===== src/rtl/rps_pkg.sv =====
// rps_pkg: move/result/state encodings, LFSR seed, score width and
// helpers (win evaluation, counter move, LFSR move) for rps_round_ctrl.
package rps_pkg;

  localparam logic [1:0] ROCK     = 2'b00;
  localparam logic [1:0] SCISSOR  = 2'b01;
  localparam logic [1:0] PAPER    = 2'b10;
  localparam logic [1:0] BAD_MOVE = 2'b11;

  localparam logic [1:0] TIE      = 2'b00;
  localparam logic [1:0] USER_WIN = 2'b01;
  localparam logic [1:0] COMP_WIN = 2'b10;

  typedef enum logic [1:0] {
    IDLE   = 2'b00,
    DECIDE = 2'b01,
    DRAW   = 2'b10,
    SCORE  = 2'b11
  } state_t;

  localparam logic [7:0] LFSR_SEED = 8'hA5;
  localparam int         SCORE_W   = 4;

  localparam logic [SCORE_W-1:0] SCORE_MAX = '1;

  function automatic logic beats(
    input logic [1:0] a,
    input logic [1:0] b
  );
    return (a == ROCK    && b == SCISSOR) ||
           (a == SCISSOR && b == PAPER)   ||
           (a == PAPER   && b == ROCK);
  endfunction

  function automatic logic [1:0] win_eval(
    input logic [1:0] u,
    input logic [1:0] c
  );
    logic [1:0] r;
    unique case (1'b1)
      (u == c):    r = TIE;
      beats(u, c): r = USER_WIN;
      default:     r = COMP_WIN;
    endcase
    return r;
  endfunction

  function automatic logic [1:0] counter_move(
    input logic [1:0] p
  );
    logic [1:0] m;
    case (p)
      ROCK:    m = PAPER;
      SCISSOR: m = ROCK;
      default: m = SCISSOR;
    endcase
    return m;
  endfunction

  // Only the low two bits pick the move; 11 folds onto rock.
  function automatic logic [1:0] lfsr_move(
    input logic [7:0] q
  );
    return (q[1:0] == BAD_MOVE) ? ROCK : q[1:0];
  endfunction

endpackage


===== src/rtl/rps_lfsr.sv =====
// rps_lfsr: free-running 8-bit Fibonacci LFSR, x^8+x^6+x^5+x^4+1.
// Ports: CLOCK_50, reset_n (async, low), q[7:0] current state.
module rps_lfsr
  import rps_pkg::*;
(
  input  logic       CLOCK_50,
  input  logic       reset_n,
  output logic [7:0] q
);

  always_ff @(posedge CLOCK_50 or negedge reset_n) begin
    if (!reset_n) begin
      q <= LFSR_SEED;
    end else begin
      q <= {q[6:0], q[7] ^ q[5] ^ q[4] ^ q[3]};
    end
  end

endmodule


===== src/rtl/rps_round_ctrl.sv =====
// rps_round_ctrl: rock-paper-scissors round FSM, scoring and predictor.
// Ports: CLOCK_50, reset_n, play, user_choice, draw_done in;
// choice_u, choice_c, draw_start, result, score_u, score_c, busy out.
// Define RPS_LEARN_EN to build the learning move predictor.
module rps_round_ctrl
  import rps_pkg::*;
(
  input  logic               CLOCK_50,
  input  logic               reset_n,
  input  logic               play,
  input  logic [1:0]         user_choice,
  input  logic               draw_done,
  output logic [1:0]         choice_u,
  output logic [1:0]         choice_c,
  output logic               draw_start,
  output logic [1:0]         result,
  output logic [SCORE_W-1:0] score_u,
  output logic [SCORE_W-1:0] score_c,
  output logic               busy
);

  state_t     state;
  state_t     state_nxt;
  logic [7:0] lfsr_q;
  logic [1:0] pend_u;
  logic [1:0] comp_move;
  logic [1:0] res_nxt;
  logic       start_ok;
  logic       done_ok;

  rps_lfsr u_lfsr (
    .CLOCK_50 (CLOCK_50),
    .reset_n  (reset_n),
    .q        (lfsr_q)
  );

  assign start_ok = play && (user_choice != BAD_MOVE);
  // draw_done seen alongside draw_start is stale from a prior frame.
  assign done_ok  = draw_done && !draw_start;
  assign busy     = (state != IDLE);
  assign res_nxt  = win_eval(choice_u, choice_c);

  always_comb begin
    state_nxt = state;
    unique case (state)
      IDLE:   if (start_ok) state_nxt = DECIDE;
      DECIDE: state_nxt = DRAW;
      DRAW:   if (done_ok) state_nxt = SCORE;
      SCORE:  state_nxt = IDLE;
    endcase
  end

  always_ff @(posedge CLOCK_50 or negedge reset_n) begin
    if (!reset_n) begin
      state      <= IDLE;
      draw_start <= 1'b0;
      pend_u     <= ROCK;
      choice_u   <= ROCK;
      choice_c   <= ROCK;
    end else begin
      state      <= state_nxt;
      draw_start <= (state == DECIDE);
      if (state == IDLE && start_ok) begin
        pend_u <= user_choice;
      end
      if (state == DECIDE) begin
        choice_u <= pend_u;
        choice_c <= comp_move;
      end
    end
  end

  always_ff @(posedge CLOCK_50 or negedge reset_n) begin
    if (!reset_n) begin
      result  <= TIE;
      score_u <= '0;
      score_c <= '0;
    end else if (state == SCORE) begin
      result <= res_nxt;
      if (res_nxt == USER_WIN && score_u != SCORE_MAX) begin
        score_u <= score_u + 1'b1;
      end
      if (res_nxt == COMP_WIN && score_c != SCORE_MAX) begin
        score_c <= score_c + 1'b1;
      end
    end
  end

`ifdef RPS_LEARN_EN
  logic [1:0] last_u;
  logic       last_valid;
  logic [3:0] cnt [3][3];
  logic [3:0] row [3];
  logic [3:0] best;
  logic [1:0] pred;
  logic       row_hit;

  always_comb begin
    row = cnt[2];
    if (last_u == ROCK) begin
      row = cnt[0];
    end else if (last_u == SCISSOR) begin
      row = cnt[1];
    end
    // strict compare keeps the lowest encoding on ties
    pred = ROCK;
    best = row[0];
    if (row[1] > best) begin
      pred = SCISSOR;
      best = row[1];
    end
    if (row[2] > best) begin
      pred = PAPER;
    end
    row_hit = last_valid &&
              ((row[0] | row[1] | row[2]) != 4'd0);
    comp_move = row_hit ? counter_move(pred)
                        : lfsr_move(lfsr_q);
  end

  always_ff @(posedge CLOCK_50 or negedge reset_n) begin
    if (!reset_n) begin
      last_u     <= ROCK;
      last_valid <= 1'b0;
      for (int i = 0; i < 3; i++) begin
        for (int j = 0; j < 3; j++) begin
          cnt[i][j] <= '0;
        end
      end
    end else if (state == SCORE) begin
      last_u     <= choice_u;
      last_valid <= 1'b1;
      if (last_valid) begin
        for (int i = 0; i < 3; i++) begin
          for (int j = 0; j < 3; j++) begin
            if (last_u == 2'(i) && choice_u == 2'(j) &&
                cnt[i][j] != 4'hF) begin
              cnt[i][j] <= cnt[i][j] + 1'b1;
            end
          end
        end
      end
    end
  end
`else
  assign comp_move = lfsr_move(lfsr_q);
`endif

endmodule


===== config.mk =====
export PLATFORM = sky130hd
export DESIGN_NAME = rps_round_ctrl
export DESIGN_NICKNAME = d
export VERILOG_FILES = /design/src/rtl/rps_pkg.sv /design/src/rtl/rps_lfsr.sv /design/src/rtl/rps_round_ctrl.sv
export SDC_FILE = /design/constraint.sdc
export NUM_CORES = 1
export LEC_CHECK = 0
export ABC_AREA = 1
export CAP_MARGIN = 20
export CORE_MARGIN = 2
export CORE_UTILIZATION = 30
export CTS_CLUSTER_DIAMETER = 120
export CTS_CLUSTER_SIZE = 8
export DETAILED_ROUTE_END_ITERATION = 7
export GPL_TIMING_DRIVEN = 0
export PLACE_DENSITY = 0.47
export SYNTH_ARGS = -nofsm -noshare
export SYNTH_HDL_FRONTEND = slang
export SYNTH_HIERARCHICAL = 1
export SYNTH_SLANG_ARGS = --single-unit

===== constraint.sdc =====
create_clock -name CLOCK_50 -period 4.1 [get_ports CLOCK_50]
set_clock_uncertainty 0.1 [all_clocks]
set_input_delay 0.615 -clock CLOCK_50 [delete_from_list [all_inputs] [get_ports CLOCK_50]]
set_output_delay 0.615 -clock CLOCK_50 [all_outputs]
set_load 0.05 [all_outputs]

==> metrics.csv <==
metric,value,unit
fin crit share,61.86,%
htree depth,1,
Yosys top cell area share,45.77,%
die area,0.004725,sq mm
FF-to-FF End,pend_u[1],
RSZ-0062 raised after global routing,no,
"Avg Cell Area, Syn",9.246,sq um
HP Start,u_lfsr/q[6],
P_leak,0.7569,nW
yosys warns,6,
total routed wirelength,2256,microns
root buffer cell,clkbuf_8,
vias per inst,4.448,
Setup TNS,0,ps
Final Slew Violations,0,
Reg2Reg Setup Slack,2670,ps
most frequent cells in the layout,"nand2_1, dfrtp_1, clkdlybuf4s50_1, inv_1, o21ai_0",
design area,0.001607,sq mm
Slew @ Worst Pin,585.5,ps
worst flop-to-flop path startpoint,state[1],
GRT overflow,0,
worst vdd ir,0.2986,mV
vias post-DR,943,
vias in the first global route,873,
mapped cell area,0.001257,sq mm
Cell Pwr Density,697.7,mW/mm^2
HP Class,reg2reg,
CP Launch Type,flop,
largest cells by area after synthesis,"dfrtp_1, nand2_1, dfstp_2, ha_1, inv_1",
CP arrival,1820,ps
DP Cell Count,208,
Max-Cap Viols,0,
"Reg clk slew, reported paths",90,ps
syn_nets,149,
CTS tree,built,
drt pass-1 iters,4,
DR WL met2,1136,microns
Resized Gates After CTS,0,
Iter 0 DRT Violations,30,
ant diodes,0,
HPWL after DPL,1748,microns
routed len/inst,10.64,microns
die height,68.74,microns
CP max FO,4,
Met3 Routed Length,75,microns
largest net degree at the start of global routing,19,
final hold vios,0,
critical setup path kind,reg2out,
CTS max path bufs,2,
routed length on met1,1023,microns
layout cells sized above 1,11.11,%
fin nets,176,
# rows,23,
starting density of the core,31.21,%
Skew-Pair Late Insertion Delay,270,ps
Routed Antenna Nets,0,
Core Area,0.004029,sq mm
Sink Count,27,
Area Growth Syn to Fin,27.76,%
initial antenna violation count,0,
first-pass GRT wire length,3774,microns
WHS,263.3,ps
Top Layer Used,met4,
Hold Crit Endpoint,u_lfsr/q[7],
synthesized flop and latch total,27,
worst rel slew slack,60.84,%
IO Pins,22,
Post-CTS Setup Bufs,0,
hold bufs inserted after CTS,0,
"commonest non-fill, non-tap cell in the layout",nand2_1,
worst r2r path cells,6,
Inserted Clock Buffers,3,
non-filler instance count after layout,212,
Mapped Cells,136,
Synth cell types,19,
GRT Total Usage,10.75,%
Worst EP required,3380,ps
utilization after layout,39.88,%
"worst slack, placed",1853,ps
"Setup violations, final",0,
hold depth,0,
crit path capture type,output port,
status,"complete, no violations",
residual DRC count,0,
Die W,68.74,microns
Power Total,1.121,mW
Final min period,2536,ps
share of the yosys chip area belonging to registers,54.13,%
DP Area,0.001558,sq mm
RePlAce Congestion,0.7856,
I/O Buffers,21,
fmax,394.3,MHz
post-route worst setup slack,1564,ps
top cell type by total area after synthesis,dfrtp_1,
==> registers in the layout (all words and copies together), names as in the netlist <==
| register | count |
|---|---|
| state | 2 |
| choice_c | 2 |
| result | 2 |
| choice_u | 2 |
| score_u | 4 |
| draw_start | 1 |
| u_lfsr/q | 8 |
| pend_u | 2 |
| score_c | 4 |
==> final cells by class <==
class                           count  area (sq um)
Clock inverter                      1         7.507
Clock buffer                        3         41.29
Inverter                           20         75.07
Sequential cell                    27         680.7
Tap cell                           50         62.56
Multi-Input combinational cell     89         501.7
Fill cell                         406          2422
Timing Repair Buffer               22         237.7
==> critical path, cell delays in order (launching register included) <==
cell	delay (ps)
dfrtp_1	380
inv_1	100
ha_1	210
inv_1	70
clkdlybuf4s50_1	790
==> worst max-delay path by stage <==
stage               slack [ps]  depth (start not counted)    to     start
floorplan                 2440                          3  busy  state[0]
global placement          1850                          4  busy  state[0]
detailed placement        1850                          4  busy  state[0]
CTS                       1540                          4  busy  state[0]
global route              1470                          4  busy  state[0]
finish                    1560                          4  busy  state[0]
==> cells in the mapped netlist (all sizes together) <==
cell and number:
dfrtp 23, xor2 1, inv 20, or2 1, ha 7, o21a 1
nor2 8, nand2 39, dfstp 4, nand3 12, o22ai 1, xnor2 5
o21ai 14
==> cell families (layout without fill, tap and decap cells) <==
family          Yosys count  after routing  synth area share (%)
simple gates             60             60                 22.09
flops                    27             27                 54.13
buf+inv                  20             46                 5.970
compound gates           16             16                 6.667
fa+ha+maj                 7              7                 6.965
xor+xnor                  6              6                 4.179
==> layer usage <==
metal | GRT usage [%] | vias up
li1 | - | 476
met1 | 13.81 | 448
met2 | 17.79 | 17
met3 | 2.435 | 2
met4 | 3.676 | 0
met5 | 0 | -
==> power by group <==
group | total (mW) | switching (mW) | internal, mW
Sequential | 0.406 | 0.0676 | 0.339
Combinational | 0.563 | 0.368 | 0.195
Clock | 0.152 | 0.0830 | 0.0689
Total | 1.12 | 0.518 | 0.602
Power figures use the tool's default switching activity.
